## src/rtl/portal_host_xactor.sv

```systemverilog
// ============================================================================
// portal_host_xactor: bridges a command/payload stream onto a 4-channel portal
// request port and polls two portal indication channels into a response stream.
// Revision: 1.0
// ============================================================================
`default_nettype none

module portal_host_xactor (
  input  logic        CLK,
  input  logic        RST_N,
  // command header and payload
  input  logic        cmd_valid,
  output logic        cmd_ready,
  input  logic [1:0]  cmd_chan,
  input  logic [3:0]  cmd_len,
  input  logic        wdata_valid,
  output logic        wdata_ready,
  input  logic [31:0] wdata,
  // portal request side
  output logic [31:0] requestEnqV,
  output logic        EN_request,
  output logic [1:0]  selectRequest,
  input  logic        RDY_requestEnq,
  input  logic        requestNotFull,
  // portal indication side
  output logic [1:0]  selectIndication,
  output logic        EN_indication,
  input  logic        indicationNotEmpty,
  input  logic        RDY_indication,
  input  logic [31:0] indicationData,
  input  logic [31:0] indIntrChannel,
  // response stream
  output logic        rsp_valid,
  input  logic        rsp_ready,
  output logic [1:0]  rsp_chan,
  output logic [31:0] rsp_data,
  // statistics
  output logic [15:0] req_words,
  output logic [15:0] ind_words
);

  typedef enum logic {R_IDLE = 1'b0, R_SEND = 1'b1} req_state_t;
  typedef enum logic {I_SCAN = 1'b0, I_HOLD = 1'b1} ind_state_t;

  req_state_t  req_state_q, req_state_d;
  logic [1:0]  chan_q, chan_d;
  logic [3:0]  remaining_q, remaining_d;
  logic [15:0] req_words_q, req_words_d;

  ind_state_t  ind_state_q, ind_state_d;
  logic        ptr_q, ptr_d;
  logic [31:0] rsp_data_q, rsp_data_d;
  logic [1:0]  rsp_chan_q, rsp_chan_d;
  logic [15:0] ind_words_q, ind_words_d;

  logic        wdata_xfer;

  // ---------------------------------------------------------------- request
  always_comb begin
    req_state_d   = req_state_q;
    chan_d        = chan_q;
    remaining_d   = remaining_q;
    req_words_d   = req_words_q;
    cmd_ready     = 1'b0;
    wdata_ready   = 1'b0;
    EN_request    = 1'b0;
    selectRequest = 2'd0;
    wdata_xfer    = 1'b0;

    case (req_state_q)
      R_IDLE: begin
        // Gated by RST_N so the header port is closed while reset is held.
        cmd_ready = RST_N;
        if (RST_N && cmd_valid && (cmd_len != 4'd0)) begin
          chan_d      = cmd_chan;
          remaining_d = cmd_len;
          req_state_d = R_SEND;
        end
      end
      R_SEND: begin
        selectRequest = chan_q;
        // Channel 3 has no portal target: payload is drained and dropped.
        if (chan_q == 2'd3) begin
          wdata_ready = 1'b1;
        end else begin
          wdata_ready = RDY_requestEnq && requestNotFull;
        end
        wdata_xfer = wdata_valid && wdata_ready;
        EN_request = wdata_xfer && (chan_q != 2'd3);
        if (wdata_xfer) begin
          remaining_d = remaining_q - 4'd1;
          if (remaining_q == 4'd1) begin
            req_state_d = R_IDLE;
          end
        end
      end
      default: req_state_d = R_IDLE;
    endcase

    if (EN_request) begin
      req_words_d = req_words_q + 16'd1;
    end
  end

  assign requestEnqV = wdata;
  assign req_words   = req_words_q;

  always_ff @(posedge CLK or negedge RST_N) begin
    if (!RST_N) begin
      req_state_q <= R_IDLE;
      chan_q      <= 2'd0;
      remaining_q <= 4'd0;
      req_words_q <= 16'd0;
    end else begin
      req_state_q <= req_state_d;
      chan_q      <= chan_d;
      remaining_q <= remaining_d;
      req_words_q <= req_words_d;
    end
  end

  // ------------------------------------------------------------- indication
  always_comb begin
    ind_state_d   = ind_state_q;
    ptr_d         = ptr_q;
    rsp_data_d    = rsp_data_q;
    rsp_chan_d    = rsp_chan_q;
    ind_words_d   = ind_words_q;
    EN_indication = 1'b0;
    rsp_valid     = 1'b0;

    case (ind_state_q)
      I_SCAN: begin
        if (RST_N && indicationNotEmpty && RDY_indication) begin
          EN_indication = 1'b1;
          rsp_data_d    = indicationData;
          rsp_chan_d    = {1'b0, ptr_q};
          ind_words_d   = ind_words_q + 16'd1;
          ind_state_d   = I_HOLD;
        end else if (indIntrChannel != 32'd0) begin
          // Interrupt value is channel+1, so bit 0 of (value-1) is ~value[0].
          ptr_d = ~indIntrChannel[0];
        end else begin
          ptr_d = ~ptr_q;
        end
      end
      I_HOLD: begin
        rsp_valid = 1'b1;
        if (rsp_ready) begin
          ptr_d       = ~ptr_q;
          ind_state_d = I_SCAN;
        end
      end
      default: ind_state_d = I_SCAN;
    endcase
  end

  assign selectIndication = {1'b0, ptr_q};
  assign rsp_data         = rsp_data_q;
  assign rsp_chan         = rsp_chan_q;
  assign ind_words        = ind_words_q;

  always_ff @(posedge CLK or negedge RST_N) begin
    if (!RST_N) begin
      ind_state_q <= I_SCAN;
      ptr_q       <= 1'b0;
      rsp_data_q  <= 32'd0;
      rsp_chan_q  <= 2'd0;
      ind_words_q <= 16'd0;
    end else begin
      ind_state_q <= ind_state_d;
      ptr_q       <= ptr_d;
      rsp_data_q  <= rsp_data_d;
      rsp_chan_q  <= rsp_chan_d;
      ind_words_q <= ind_words_d;
    end
  end

endmodule

`default_nettype wire

```

## config.mk

```make
export PLATFORM = sky130hd
export DESIGN_NAME = portal_host_xactor
export DESIGN_NICKNAME = d
export VERILOG_FILES = /design/src/rtl/portal_host_xactor.sv
export SDC_FILE = /design/constraint.sdc
export NUM_CORES = 1
export LEC_CHECK = 0
export CAP_MARGIN = 20
export CELL_PAD_IN_SITES_DETAIL_PLACEMENT = 0
export CELL_PAD_IN_SITES_GLOBAL_PLACEMENT = 1
export CORE_MARGIN = 2
export CORE_UTILIZATION = 28
export CTS_CLUSTER_DIAMETER = 120
export DETAILED_ROUTE_END_ITERATION = 8
export PLACE_DENSITY_LB_ADDON = 0.1
export SLEW_MARGIN = 10
export SYNTH_ARGS = -nofsm -noshare
export SYNTH_HDL_FRONTEND = slang
export SYNTH_SLANG_ARGS = --single-unit
```

## constraint.sdc

```tcl
create_clock -name CLK -period 2.6 [get_ports CLK]
set_input_delay 0.26 -clock CLK [delete_from_list [all_inputs] [get_ports CLK]]
set_output_delay 0.26 -clock CLK [all_outputs]
set_load 0.02 [all_outputs]
```

==> run_results.csv <==
group,metric,value,unit
status,outcome,"finished clean",
power,p_per_area,765,mW/mm²
layout,layout.nets,605,
cts,postCtsSetupBuffers,0,
floorplan,rows,41,
layout,final_area,0.00531,mm²
placement,gp_congestion,0.816,
floorplan,core,0.0125,mm²
floorplan,die-area,0.0136,mm²
timing,worst_slack,193,ps
power,swShare,31.8,%
logic_synthesis,synth-edff-count,0,
timing,max_freq,415,MHz
worst_setup_path,cp_common_cell,"clkdlybuf4s50_1",
cts,postCtsHoldBufs,1,
worst_setup_path,end_kind,"output pin",
global_routing,grt-ovfl-total,0,
cts,cts_buffers,9,
logic_synthesis,ys_top_cells_by_area,"dfrtp_1 52%, nand2_1 12%, buf_4 7.4%",
cts,clk_pin_slew,50,ps
drt,routed_wl,9180,µm
floorplan,ios,218,
logic_synthesis,seq_area_frac_synth,52.1,%
timing,fin_worst_skew,6.16,ps
worst_setup_path,cp_slowest_cell,"clkdlybuf4s50_1",
timing,slew_headroom,63.6,%
timing,finalSetupViolations,0,
timing,grt_setup_unrepaired,"false",
hold_path,min_path_type,"input pin to async pin",
cts,clock-sinks,74,
placement,io_buffers,151,
cts,cts_max_level,3,
timing,tightest_slew,542,ps
drt,wire_per_inst,13.8,µm
drt,drt_iter0_drc,134,
worst_setup_path,rr_startpoint,"ind_state_q",
floorplan,start_util,28.4,%
power,switching_power,1.29,mW
worst_setup_path,r2r_cells,6,
worst_setup_path,cpPeakStageDelay,620,ps
drt,vias_per_cell,4.35,
global_routing,grt_pass1_wl,14500,µm
logic_synthesis,synthFlopType,"dfrtp_1",
timing,hold_viol,0,
power,p_int,2.77,mW
layout,drive_gt1_share,6.87,%
cts,tritoncts,"built",
logic_synthesis,syn_inst,365,
worst_setup_path,cp-start-kind,"input pin",
logic_synthesis,synth_cell_type_count,42,
layout,fin_cells,667,
worst_setup_path,r2r_slack,760,ps
logic_synthesis,yosysTopAreaCellShare,52.1,%
placement,placed_cell_area,0.00501,mm²
layout,syn_to_final_growth,49.5,%
floorplan,die_h,117,µm
cts,cts-resized-gates,0,
floorplan,die_w,117,µm
drt,drc,0,
layout,post-route-util,42.4,%
worst_setup_path,timing.rr.end,"ptr_q",
placement,dpl.cell_count,650,
drt,dr.pass1.iters,4,
cts,clk_latency,340,ps
worst_setup_path,crit_type,"input pin to output pin",
global_routing,grt_pass1_vias,2781,
power,clkPwrFrac,29.8,%
logic_synthesis,async_flop_share,100,%
global_routing,grt_use_total,14.2,%
logic_synthesis,synth_top_area_cell,"dfrtp_1",
worst_setup_path,cp.required,2340,ps
drt,dr_total_vias,2903,
power,ir_worst_vdd,0.000385,V
worst_setup_path,critPathMaxFanout,4,
power,p_seq_share,38.7,%
logic_synthesis,synth_warnings,0,
timing,finalCritPeriodShare,92.6,%
timing,finalMaxSlewViolations,0,
global_routing,antenna_found_initial,0,
drt,drtAntennaViolNets,0,
worst_setup_path,cp.arrival,2150,ps
logic_synthesis,yosysMostFrequentCell,"nand2_1",
flow_run,maxCapViolCount,0,
timing,hold_ws,299,ps
logic_synthesis,ys_ff_latch,74,
global_routing,grt_max_degree,43,
logic_synthesis,avgSynthCellArea,9.73,µm²
cts,clockRootBuffer,"clkbuf_16",
power,share_comb_of_total_power,31.5,%
logic_synthesis,mappedNetlistArea,0.00355,mm²
timing,min_period,2410,ps
placement,hpwl,6720,µm
worst_setup_path,path_cells,"clkdlybuf4s50_1 -> nand4_1 -> or2_2 -> inv_1 -> clkdlybuf4s50_1",
power,power.leakage,2.38,nW
power,power,4.06,mW
logic_synthesis,synthTopCellsByCount,"116 x nand2_1, 74 x dfrtp_1, 35 x buf_4, 19 x xnor2_1",
timing,fin_setup_tns,0,ps
placement,dpl_worst_slack,191,ps
cts,clk_path_buf_depth,2,
layout,antenna_cells,0,
flip-flops by register name, summed over array words and instances (netlist names):
signal       count
rsp_data        32
ind_words       16
req_words       16
remaining_q      4
chan_q           2
ind_state_q      1
ptr_q            1
req_state_q      1
rsp_chan         1
worst max-delay path, delay by kind of cell:
| family | cells | cell delay, ps |
|---|---|---|
| buffers and inverters | 3 | 1290 |
| AND/OR/NAND/NOR | 2 | 600 |
metal layers:
layer,wire length [µm],GRT usage [%],vias up
met5,0,0,-
met4,308,7.84,0
met3,556,4.72,24
met2,4330,21.9,99
met1,3990,17.6,1363
li1,-,-,1417
power groups by stage:
stage               clock network, mW  registers, mW  logic, mW
CTS                              1.27           1.57       1.30
detailed placement                  0           1.59       1.29
global route                     1.31           1.61       1.39
finish                           1.21           1.57       1.28
global placement                    0           1.59       1.29
floorplan                           0           1.76      0.504
how the worst max path moves through the flow:
stage,depth (start not counted),from,endpoint
floorplan,4,ind_state_q,EN_indication
global placement,5,wdata_valid,EN_request
detailed placement,5,wdata_valid,EN_request
CTS,5,wdata_valid,EN_request
global route,5,wdata_valid,EN_request
finish,5,wdata_valid,EN_request
kinds of logic after synthesis:
family / synth area share [%]
compound gates: 2.47
buf+inv: 9.41
fa+ha+maj: 1.41
mux: 1.23
simple gates: 25.6
flops: 52.1
other cells: 0.106
xor+xnor: 7.65
placed cells by master, fill, tap and decap left out, types with 3 or more instances in the layout:
master           count
nand2_1            116
nor3_1               3
dfrtp_1             74
and3_1               5
o21ai_0              4
clkdlybuf4s50_1    150
mux2_2               3
ha_1                 4
nand2b_1             3
clkbuf_16            9
buf_4                7
nor4_1               8
and2_1               4
clkinv_2             4
nand3_1             12
xor2_1              12
nand4_1             10
nor4_2               3
xnor2_1             19
nor2_1               9
inv_1                6
final cells by class:
class,instances,area [µm²]
timing repair buffer,158,1560
clock buffer,10,229
sequential,74,1850
multi-input combinational,241,1370
fill,1276,7210
clock inverter,6,57.6
tap,172,215
inverter,6,22.5
Note: power is estimated with default switching activity, not from simulation.
